`config.mk`:
```
export PLATFORM = sky130hd
export DESIGN_NAME = regfile_wb_scheduler
export DESIGN_NICKNAME = d
export VERILOG_FILES = /design/src/rtl/regfile_wb_scheduler.sv
export SDC_FILE = /design/constraint.sdc
export NUM_CORES = 1
export LEC_CHECK = 0
export CAP_MARGIN = 20
export CORE_ASPECT_RATIO = 0.8
export CORE_MARGIN = 2
export CORE_UTILIZATION = 48
export CTS_BUF_LIST = sky130_fd_sc_hd__clkbuf_4
export CTS_CLUSTER_SIZE = 12
export DETAILED_ROUTE_END_ITERATION = 6
export PLACE_DENSITY_LB_ADDON = 0.12
export SYNTH_ARGS = -nofsm -noshare
export SYNTH_HDL_FRONTEND = slang
export SYNTH_SLANG_ARGS = --single-unit
```
`constraint.sdc`:
```
create_clock -name CLK -period 7 [get_ports CLK]
set_clock_uncertainty 0.15 [all_clocks]
set_input_delay 1.4 -clock CLK [delete_from_list [all_inputs] [get_ports CLK]]
set_output_delay 1.4 -clock CLK [all_outputs]
set_load 0.02 [all_outputs]
```
`src/rtl/regfile_wb_scheduler.sv`:
```
// regfile_wb_scheduler: shares the register-file write port between pipeline writeback and a multi-cycle unit
//
// Ports:
//   CLK, RESET_N                  clock (rising edge), asynchronous active-low reset
//   wb_valid/wb_rd/wb_data        pipeline writeback request (highest priority, never back-pressured)
//   mc_issue/mc_issue_rd          MC op dispatched this cycle and its destination
//   mc_valid/mc_rd/mc_data        MC result offered; mc_ready says it was taken this cycle
//   dec_valid/dec_rs1/dec_rs2/
//   dec_rd/dec_is_mc              instruction in decode, checked against the scoreboard
//   stall                         hold decode/fetch
//   rf_we/rf_waddr/rf_wdata       register file write port
//   busy_mask                     per-register pending scoreboard (bit 0 never set)
//   err                           sticky protocol-error flag
module regfile_wb_scheduler #(
    parameter int MAX_OUTSTANDING = 4,
    parameter int STARVE_LIMIT    = 8
) (
    input  logic        CLK,
    input  logic        RESET_N,
    input  logic        wb_valid,
    input  logic [4:0]  wb_rd,
    input  logic [31:0] wb_data,
    input  logic        mc_issue,
    input  logic [4:0]  mc_issue_rd,
    input  logic        mc_valid,
    input  logic [4:0]  mc_rd,
    input  logic [31:0] mc_data,
    output logic        mc_ready,
    input  logic        dec_valid,
    input  logic [4:0]  dec_rs1,
    input  logic [4:0]  dec_rs2,
    input  logic [4:0]  dec_rd,
    input  logic        dec_is_mc,
    output logic        stall,
    output logic        rf_we,
    output logic [4:0]  rf_waddr,
    output logic [31:0] rf_wdata,
    output logic [31:0] busy_mask,
    output logic        err
);
    localparam logic [3:0] maxCnt    = 4'(MAX_OUTSTANDING);
    localparam logic [7:0] starveMax = 8'(STARVE_LIMIT);

    logic [31:0] busyMask, setMask, clrMask;
    logic [3:0]  outCnt, outCntNext;
    logic [7:0]  starveCnt, starveCntNext;
    logic        starveStall, starveStallNext;
    logic        errReg, errNow, mcAccept, cntFull, cntEmpty;

    assign mc_ready  = !wb_valid;
    assign mcAccept  = mc_valid & mc_ready;
    assign rf_we     = wb_valid | mc_valid;
    assign rf_waddr  = wb_valid ? wb_rd : mc_rd;
    assign rf_wdata  = wb_valid ? wb_data : mc_data;
    assign busy_mask = busyMask;
    assign err       = errReg;
    assign cntFull   = outCnt == maxCnt;
    assign cntEmpty  = outCnt == 4'd0;

    // busyMask[0] is held at zero, so indexing with x0 never reports a hazard.
    // A register being retired this cycle still reads busy: no bypass.
    assign stall = starveStall | (dec_valid & (busyMask[dec_rs1] | busyMask[dec_rs2] |
                   busyMask[dec_rd] | (dec_is_mc & cntFull)));

    always_comb begin
        setMask = (mc_issue ? 32'd1 << mc_issue_rd : 32'd0) & ~32'd1;
        clrMask = mcAccept ? 32'd1 << mc_rd : 32'd0;
        // Issue and accept together cancel; otherwise the count saturates at both ends.
        outCntNext = (mc_issue == mcAccept) ? outCnt :
                     mc_issue ? (cntFull ? outCnt : outCnt + 4'd1) :
                     (cntEmpty ? outCnt : outCnt - 4'd1);
        // mc_valid without wb_valid is an accept, so anything but contention clears the count.
        starveCntNext = !(mc_valid & wb_valid) ? 8'd0 :
                        (starveCnt == starveMax) ? starveCnt : starveCnt + 8'd1;
        starveStallNext = !mcAccept & (starveStall | (starveCntNext == starveMax));
        errNow = (mcAccept & cntEmpty) | (mc_issue & cntFull) |
                 (wb_valid & busyMask[wb_rd]) | (mc_issue & busyMask[mc_issue_rd]);
    end

    always_ff @(posedge CLK or negedge RESET_N) begin
        if (!RESET_N) begin
            busyMask    <= '0;
            outCnt      <= '0;
            starveCnt   <= '0;
            starveStall <= 1'b0;
            errReg      <= 1'b0;
        end else begin
            // Set applied after clear so a same-register issue wins over retirement.
            busyMask    <= (busyMask & ~clrMask) | setMask;
            outCnt      <= outCntNext;
            starveCnt   <= starveCntNext;
            starveStall <= starveStallNext;
            errReg      <= errReg | errNow;
        end
    end
endmodule

```
==> results of run 1 <==
[sequential cells by signal, summed over array words and instances (netlist names)]
name	count
busy_mask	32
starveStall	1
outCnt	4
starveCnt	8
err	1
[critical path: stages]
cell             delay [ns]
clkdlybuf4s50_1        0.86
mux4_2                 0.59
o211ai_1               0.17
nand4_1                0.15
nor4_1                 0.29
a41oi_1                0.15
clkdlybuf4s50_1        0.56
[cells in the final DEF (no fill, tap or decap), types with 3 or more instances in the layout]
| cell | count |
|---|---|
| nand4_1 | 4 |
| mux2_2 | 44 |
| xnor2_1 | 6 |
| clkdlybuf4s50_1 | 171 |
| mux4_2 | 29 |
| ha_1 | 4 |
| nand2_1 | 23 |
| o21ai_0 | 69 |
| xor2_1 | 4 |
| nand2b_1 | 9 |
| dfrtp_1 | 46 |
| clkbuf_4 | 5 |
| nor2_1 | 17 |
| nor2b_1 | 10 |
| a21oi_1 | 6 |
| a211oi_1 | 6 |
| nor4_1 | 4 |
| nand3_1 | 13 |
| mux4_1 | 6 |
| mux2i_1 | 13 |
| nor3_1 | 6 |
| a31oi_1 | 3 |
| inv_1 | 11 |
| a22oi_1 | 3 |
| nor3b_1 | 4 |
[worst min-delay path by stage]
stage,start,endpoint,slack [ns],depth (start not counted)
after global routing,err,err,0.42,2
after global placement,err,err,0.33,2
after detailed placement,err,err,0.34,2
after floorplan,outCnt[3],outCnt[3],0.36,1
after CTS,err,err,0.38,2
final,err,err,0.37,2
[logic make-up (layout without fill, tap and decap cells)]
kind of cell	Yosys count	after routing	synth area share, %
and+or+nand+nor	102	102	13.28
muxes	92	92	35.80
buffers and inverters	31	193	3.524
adders and majority gates	5	5	1.746
xor gates and xnor gates	10	10	2.183
DFF	46	46	28.69
AOI/OAI and AO/OA	103	103	14.78
[metal layers]
metal / wire length, µm / vias to the layer above / global-route usage (%)
met1: 5491 / 1972 / 44.29
met3: 2061 / 38 / 10.49
li1: - / 1829 / -
met4: 275 / 0 / 7.656
met5: 0 / - / 0
met2: 6620 / 355 / 52.16
[area by class of cell]
cell class,count,area [µm²]
clock buffer,5,37.54
clock inverter,3,16.27
fill,615,2176
inverter,11,41.29
multi-input combinational,312,2720
sequential,46,1151
tap,108,135.1
timing repair buffer,174,1742
[power by group]
part | internal, W | leakage (nW) | switching (W)
combinational | 0.000326 | 1.59 | 0.000247
sequential | 0.000320 | 0.564 | 0.000123
clock | 0.0000376 | 0.0303 | 0.0000857
[metrics by stage]
| stage | hold slack (ns) | instances | area (µm²) |
|---|---|---|---|
| floorplan | 0.3556 | 389 | 4013 |
| global placement | 0.3333 | 650 | 5769 |
| detailed placement | 0.3435 | 650 | 5769 |
| CTS | 0.3781 | 658 | 5823 |
| global route | 0.4204 | 659 | 5843 |
| finish | 0.3745 | 659 | 5843 |
==> flow_metrics.py, run 1 <==
metrics = {
    "run_status": {
        "status": "finished clean",
    },
    "setup_path": {
        "worstRegToRegCells": 7,
        "cp-startpoint": "dec_rd[0]",
        "cp-end-kind": "output port",
        "arrival_ns": 4.19,
        "regToRegEndpoint": "starveStall",
        "regToRegStartpoint": "starveCnt[0]",
        "cp-endpoint": "stall",
        "required_ns": 5.45,
        "r2r_setup_slack_ns": 4.80,
        "critPathKind": "input port to output port",
        "crit_path_max_fanout": 8,
        "setup.worst_path.start_class": "input port",
    },
    "timing": {
        "max_freq_ghz": 0.1743,
        "slew_headroom_pct": 44.25,
        "grt_setup_unrepaired": "no",
        "setup_violations": 0,
        "final_hold_viol_count": 0,
        "slew_viol_final": 0,
        "min_period_ns": 5.738,
        "tightest_slew_ns": 0.8362,
        "post-route-period-util_pct": 81.97,
        "timing.setup.tns_ns": 0,
        "layout_setup_ws_ns": 1.262,
    },
    "logic_synthesis": {
        "ys_ff_latch": 46,
        "syn_area_mm2": 0.004013,
        "synth_most_common_cell": "o21ai_0",
        "synth_top_area_share_pct": 28.69,
        "ys_types": 48,
        "ys.warnings.count": 0,
        "ys_top_cells_by_count": "69 x o21ai_0, 46 x dfrtp_1, 44 x mux2_2, 29 x mux4_2, 23 x nand2_1",
        "yosys-top-cells-area": "dfrtp_1 29%, mux4_2 16%, mux2_2 12%",
        "synth.avg_cell_area_um2": 10.32,
        "synth_fp_nets": 495,
        "seq_area_frac_synth_pct": 28.69,
        "syn-instance-count": 389,
        "synth_top_area_cell": "dfrtp_1",
        "synth-edff-count": 0,
        "synth_flop_cell": "dfrtp_1",
        "ys_async_sr_fraction_pct": 100.0,
    },
    "power": {
        "power_leakage_nw": 2.185,
        "finalPower_w": 0.001139,
        "power_density_mw_per_mm2": 195.0,
        "ir_worst_vdd_mv": 0.1358,
    },
    "clock_network": {
        "cts_max_level": 2,
        "clockRootBuffer": "clkbuf_4",
        "cts_resized": 0,
        "cts-hold-fix-buffers": 0,
        "cts_buffer_depth": 2,
        "path_clk_slew_ns": 0.14,
        "cts_made_buffers": 5,
        "cts_sinks": 46,
        "postCtsSetupRepairBufs": 0,
        "cts_tree": "built",
        "clk-insertion-delay-late_ns": 0.37,
    },
    "floorplan": {
        "start_util_pct": 50.04,
        "core.rowCount": 29,
        "die-area_mm2": 0.009112,
        "die_h_um": 85.78,
        "die_w_um": 106.2,
        "core_mm2": 0.008019,
        "io_pins": 174,
    },
    "global_route": {
        "grt_pass1_vias": 4183,
        "grtUsageTotal_pct": 32.81,
        "grt_overflow": 0,
        "grt_max_degree": 47,
        "grt_antenna_before_repair": 0,
        "grt_pass1_wl_um": 23060,
    },
    "detailed_routing": {
        "routed_wl_um": 14450,
        "drc": 0,
        "num_vias": 4194,
        "routedWlPerCell_um": 21.93,
        "avgViaCountPerCell": 6.364,
        "ant_nets": 0,
        "drtIter0Drc": 468,
        "dr.pass1.iters": 6,
    },
    "cells_and_area": {
        "area_delta_synth_final_pct": 45.62,
        "fin_util_pct": 72.87,
        "nets": 656,
        "drive_above_1_share_pct": 15.25,
        "diodes": 0,
    },
    "placed_design": {
        "post-place-ws_ns": 1.269,
        "globalplace.congestion": 0.9503,
        "portBuffers": 173,
        "dp_hpwl_um": 11150,
    },
    "run": {
        "maxCapViolCount": 0,
    },
    "worst_hold_path": {
        "hp-class": "register to register",
    },
}
No activity file was read; power rests on OpenSTA's default activity.
==> inputs of run 2 (changes only) <==
CORE_UTILIZATION = 44   (was 48)
clock period = 5.95 ns   (was 7 ns; I/O delays follow)
==> run 2 against run 1 <==
Non-clock buffer count unchanged. Sequential cell count unchanged. Die area increased by 8.7%. Core utilization decreased by 7.5 points. First-iteration DRC count decreased by 22%. Clock-buffer cell count increased by 1. Clock power increased by 22%. Highest routed layer unchanged.
==> flow_metrics.py, run 2 (synthesized netlist as in run 1, its figures left out) <==
metrics = {
    "run_status": {
        "status": "finished clean",
    },
    "global_route": {
        "grt_antenna_before_repair": 0,
        "grt_overflow": 0,
        "grtUsageTotal_pct": 28.66,
        "grt_max_degree": 47,
        "grt_pass1_wl_um": 22050,
        "grt_pass1_vias": 4136,
    },
    "setup_path": {
        "cpLargestDelayFamily": "buffers and inverters",
        "critPathSlowestCell": "clkdlybuf4s50_1",
        "crit_buf_inv": 2,
        "critPathKind": "input port to output port",
        "crit_path_max_fanout": 8,
        "worstPathCellList": "clkdlybuf4s50_1, mux4_2, o211ai_1, nand4_1, nor4_1, a41oi_1, clkdlybuf4s50_1",
        "required_ns": 4.61,
        "critPathMostFrequentCell": "clkdlybuf4s50_1",
        "setup.worst_path.start_class": "input port",
        "cp-end-kind": "output port",
        "arrival_ns": 3.97,
        "slowest_delay_ns": 0.83,
    },
    "timing": {
        "tightest_slew_ns": 0.8572,
        "slew_viol_final": 0,
        "layout_setup_ws_ns": 0.6392,
        "final_hold_viol_count": 0,
        "min_period_ns": 5.311,
        "timing.setup.tns_ns": 0,
        "slew_headroom_pct": 42.85,
        "max_freq_ghz": 0.1883,
        "setup_violations": 0,
        "post-route-period-util_pct": 89.26,
        "grt_setup_unrepaired": "no",
    },
    "floorplan": {
        "core_mm2": 0.008960,
        "core.rowCount": 31,
        "die-area_mm2": 0.009905,
        "die_h_um": 89.42,
        "io_pins": 174,
        "start_util_pct": 44.78,
        "die_w_um": 110.8,
    },
    "detailed_routing": {
        "routedWlPerCell_um": 21.04,
        "ant_nets": 0,
        "dr.pass1.iters": 5,
        "drc": 0,
        "routed_wl_um": 13990,
        "num_vias": 4037,
        "avgViaCountPerCell": 6.071,
        "drtIter0Drc": 363,
    },
    "cells_and_area": {
        "diodes": 0,
        "multiInputGateArea_mm2": 0.002720,
        "fin_cells": 665,
        "regArea_mm2": 0.001151,
        "largest_reg_flops": 32,
        "nets": 656,
        "final_cell_mix": "171 x clkdlybuf4s50_1, 69 x o21ai_0, 46 x dfrtp_1",
        "area_delta_synth_final_pct": 45.99,
        "drive_above_1_share_pct": 15.45,
        "nFillCells": 710,
        "final_common_cell": "clkdlybuf4s50_1",
        "fin_util_pct": 65.38,
    },
    "clock_network": {
        "cts_buffer_depth": 2,
        "postCtsSetupRepairBufs": 0,
        "cts_max_level": 2,
        "clk-insertion-delay-late_ns": 0.37,
        "clockRootBuffer": "clkbuf_4",
        "path_clk_slew_ns": 0.14,
        "cts_resized": 0,
        "cts_made_buffers": 5,
        "cts-hold-fix-buffers": 0,
        "cts_tree": "built",
        "cts_sinks": 46,
    },
    "placed_design": {
        "dp_cells": 657,
        "portBuffers": 173,
        "post-place-ws_ns": 0.6196,
        "globalplace.congestion": 0.9634,
        "dp_hpwl_um": 11050,
    },
    "power": {
        "power_density_mw_per_mm2": 228.6,
        "finalPower_w": 0.001339,
        "power_leakage_nw": 2.186,
        "ir_worst_vdd_mv": 0.1555,
    },
    "run": {
        "maxCapViolCount": 0,
    },
    "worst_hold_path": {
        "hp-class": "register to register",
    },
}
-- run 2: tightest hold or removal path: cells and delay by family (launching register included) --
family / cells / cell delay, ns
flops: 1 / 0.39
compound gates: 2 / 0.11
-- run 2: per-stage QoR --
| step | hold slack, ns | area, µm² |
|---|---|---|
| 4_1_cts | 0.3802 | 5831 |
| 6_report | 0.3791 | 5858 |
| 3_5_place_dp | 0.3433 | 5778 |
| 2_1_floorplan | 0.3556 | 4013 |
| 3_3_place_gp | 0.3454 | 5778 |
| 5_1_grt | 0.4117 | 5858 |
-- run 2: report_power, final --
part           switching (W)  internal (W)
sequential          0.000134      0.000377
clock               0.000101     0.0000488
combinational       0.000294      0.000384
total               0.000529      0.000810
-- run 2: worst paths after layout --
kind                                   start      endpoint  slack [ns]  cells past startpoint
worst max-delay path               dec_rd[0]         stall        0.64                      7
worst min-delay path                     err           err        0.38                      2
worst max register to register  starveCnt[0]   starveStall        3.74                      7
worst min register to register           err           err        0.38                      2
max in group asynchronous            RESET_N  busy_mask[9]        4.45                      2
min in group asynchronous            RESET_N  starveCnt[5]        0.66                      1
-- run 2: routing by layer --
| metal | vias up | global-route usage [%] | wire length (µm) | share of wire [%] |
|---|---|---|---|---|
| met5 | - | 0 | 0 | 0 |
| met2 | 239 | 45.45 | 6368 | 46 |
| met3 | 18 | 9.492 | 1549 | 11 |
| met1 | 1945 | 38.37 | 5875 | 42 |
| li1 | 1835 | - | - | - |
| met4 | 0 | 7.955 | 199 | 1.4 |
-- run 2: cell type report --
cell class,count,area share [%]
Clock buffer,6,0.7689
Clock inverter,1,0.1282
Inverter,11,0.7048
Multi-Input combinational cell,312,46.43
Sequential cell,46,19.65
Tap cell,115,2.456
Timing Repair Buffer,174,29.86
==> inputs of run 3 (changes only) <==
PLACE_DENSITY = 0.88   (was unset)
PLACE_DENSITY_LB_ADDON = unset   (was 0.12)
==> run 3 against run 2 <==
Global-route usage up 2.6 points. Die area did not move. Largest power group unchanged. First-iteration DRC count up 54%. Power rose by 4.7%. Combinational power rose by 2%. Clock power rose by 31%. Non-clock buffer count rose by 1. Setup slack improved by 0.028 ns. Register-to-register slack worse by 0.06 ns. Sequential cell count unchanged.
==> flow_metrics.py, run 3 (synthesized netlist as in run 1, its figures left out) <==
metrics = {
    "run_status": {
        "status": "finished clean",
    },
    "setup_path": {
        "worstPathCellList": "clkdlybuf4s50_1, mux4_2, o211ai_1, nand4_1, nor4_1, a41oi_1, clkdlybuf4s50_1",
        "r2r_setup_slack_ns": 3.68,
        "crit_buf_inv": 2,
        "critPathSlowestCell": "clkdlybuf4s50_1",
        "arrival_ns": 3.94,
        "cpLargestDelayFamily": "buffers and inverters",
        "critPathKind": "input port to output port",
        "regToRegEndpoint": "starveStall",
        "cp-end-kind": "output port",
        "required_ns": 4.61,
        "worstRegToRegCells": 7,
        "regToRegStartpoint": "starveCnt[0]",
        "critPathMostFrequentCell": "clkdlybuf4s50_1",
        "slowest_delay_ns": 0.84,
        "crit_path_max_fanout": 8,
        "setup.worst_path.start_class": "input port",
    },
    "clock_network": {
        "cts_made_buffers": 5,
        "clk-insertion-delay-late_ns": 0.37,
        "cts_sinks": 46,
        "postCtsSetupRepairBufs": 0,
        "cts_tree": "built",
        "cts-hold-fix-buffers": 0,
        "cts_max_level": 2,
        "path_clk_slew_ns": 0.14,
        "clockRootBuffer": "clkbuf_4",
        "cts_resized": 0,
        "cts_buffer_depth": 2,
    },
    "detailed_routing": {
        "drc": 0,
        "num_vias": 4355,
        "routedWlPerCell_um": 23.41,
        "ant_nets": 0,
        "routed_wl_um": 15680,
        "drtIter0Drc": 558,
        "avgViaCountPerCell": 6.500,
        "dr.pass1.iters": 5,
    },
    "worst_hold_path": {
        "min_from": "err",
        "hold_depth": 2,
        "hp-class": "register to register",
        "worstHoldEndpoint": "err",
    },
    "global_route": {
        "grt_max_degree": 47,
        "grt_pass1_wl_um": 23470,
        "grtUsageTotal_pct": 31.22,
        "grt_antenna_before_repair": 3,
        "grt_pass1_vias": 4117,
        "grt_overflow": 0,
    },
    "timing": {
        "timing.setup.tns_ns": 0,
        "post-route-period-util_pct": 88.78,
        "max_freq_ghz": 0.1893,
        "slew_headroom_pct": 42.32,
        "final_hold_viol_count": 0,
        "tightest_slew_ns": 0.8652,
        "grt_setup_unrepaired": "no",
        "layout_setup_ws_ns": 0.6674,
        "setup_violations": 0,
        "min_period_ns": 5.283,
        "slew_viol_final": 0,
    },
    "cells_and_area": {
        "fin_util_pct": 65.80,
        "area_delta_synth_final_pct": 46.93,
        "drive_above_1_share_pct": 15.76,
        "final_cell_mix": "171 x clkdlybuf4s50_1, 69 x o21ai_0, 46 x dfrtp_1",
        "nets": 657,
        "largest_reg_flops": 32,
        "final_common_cell": "clkdlybuf4s50_1",
    },
    "floorplan": {
        "core_mm2": 0.008960,
        "die_h_um": 89.42,
        "io_pins": 174,
        "die-area_mm2": 0.009905,
        "core.rowCount": 31,
        "die_w_um": 110.8,
        "start_util_pct": 44.78,
    },
    "power": {
        "power_density_mw_per_mm2": 237.7,
        "power_leakage_nw": 2.197,
        "ir_worst_vdd_mv": 0.1464,
        "finalPower_w": 0.001401,
    },
    "placed_design": {
        "globalplace.congestion": 0.9643,
        "dp_hpwl_um": 12410,
        "portBuffers": 173,
        "post-place-ws_ns": 0.6647,
    },
    "run": {
        "maxCapViolCount": 0,
    },
}
[run 3: power by group]
group	internal (W)	switching (W)
logic	0.000385	0.000307
registers	0.000377	0.000137
clock network	0.0000882	0.000109
total	0.000849	0.000552
[run 3: per-layer routing]
layer	wire [µm]	GRT usage (%)
met5	0	0
met2	7523	51.37
met1	5652	39.49
met3	1963	8.949
met4	544	13.07
[run 3: how the worst max path moves through the flow]
stage / from / end / slack, ns / cells after the start
after detailed placement: dec_rd[0] / stall / 0.66 / 7
after floorplan: dec_rd[0] / stall / 1.88 / 6
after global routing: dec_rd[0] / stall / 0.46 / 7
after global placement: dec_rd[0] / stall / 0.78 / 7
after CTS: dec_rd[0] / stall / 0.65 / 7
final: dec_rd[0] / stall / 0.67 / 7
[run 3: metrics by stage]
| stage | hold slack (ns) | std cells | cell area (µm²) |
|---|---|---|---|
| floorplan | 0.3556 | 389 | 4013 |
| global placement | 0.3411 | 658 | 5786 |
| detailed placement | 0.3494 | 658 | 5786 |
| CTS | 0.3807 | 666 | 5868 |
| global route | 0.4015 | 670 | 5896 |
| finish | 0.3742 | 670 | 5896 |
[run 3: worst reg2reg max path: stages (launching register included)]
cell,delay (ns)
dfrtp_1,0.46
inv_1,0.12
ha_1,0.16
nor4b_1,0.55
nand2_1,0.23
nand2_1,0.21
o2111ai_1,0.16
a21oi_1,0.18
[run 3: final cells by class]
type                            instances  area [µm²]
Timing Repair Buffer                  175        1749
Clock inverter                          3       45.04
Antenna cell                            3       7.507
Tap cell                              115       143.9
Multi-Input combinational cell        312        2720
Clock buffer                            5       37.54
Fill cell                             700        3064
Sequential cell                        46        1151
Inverter                               11       41.29
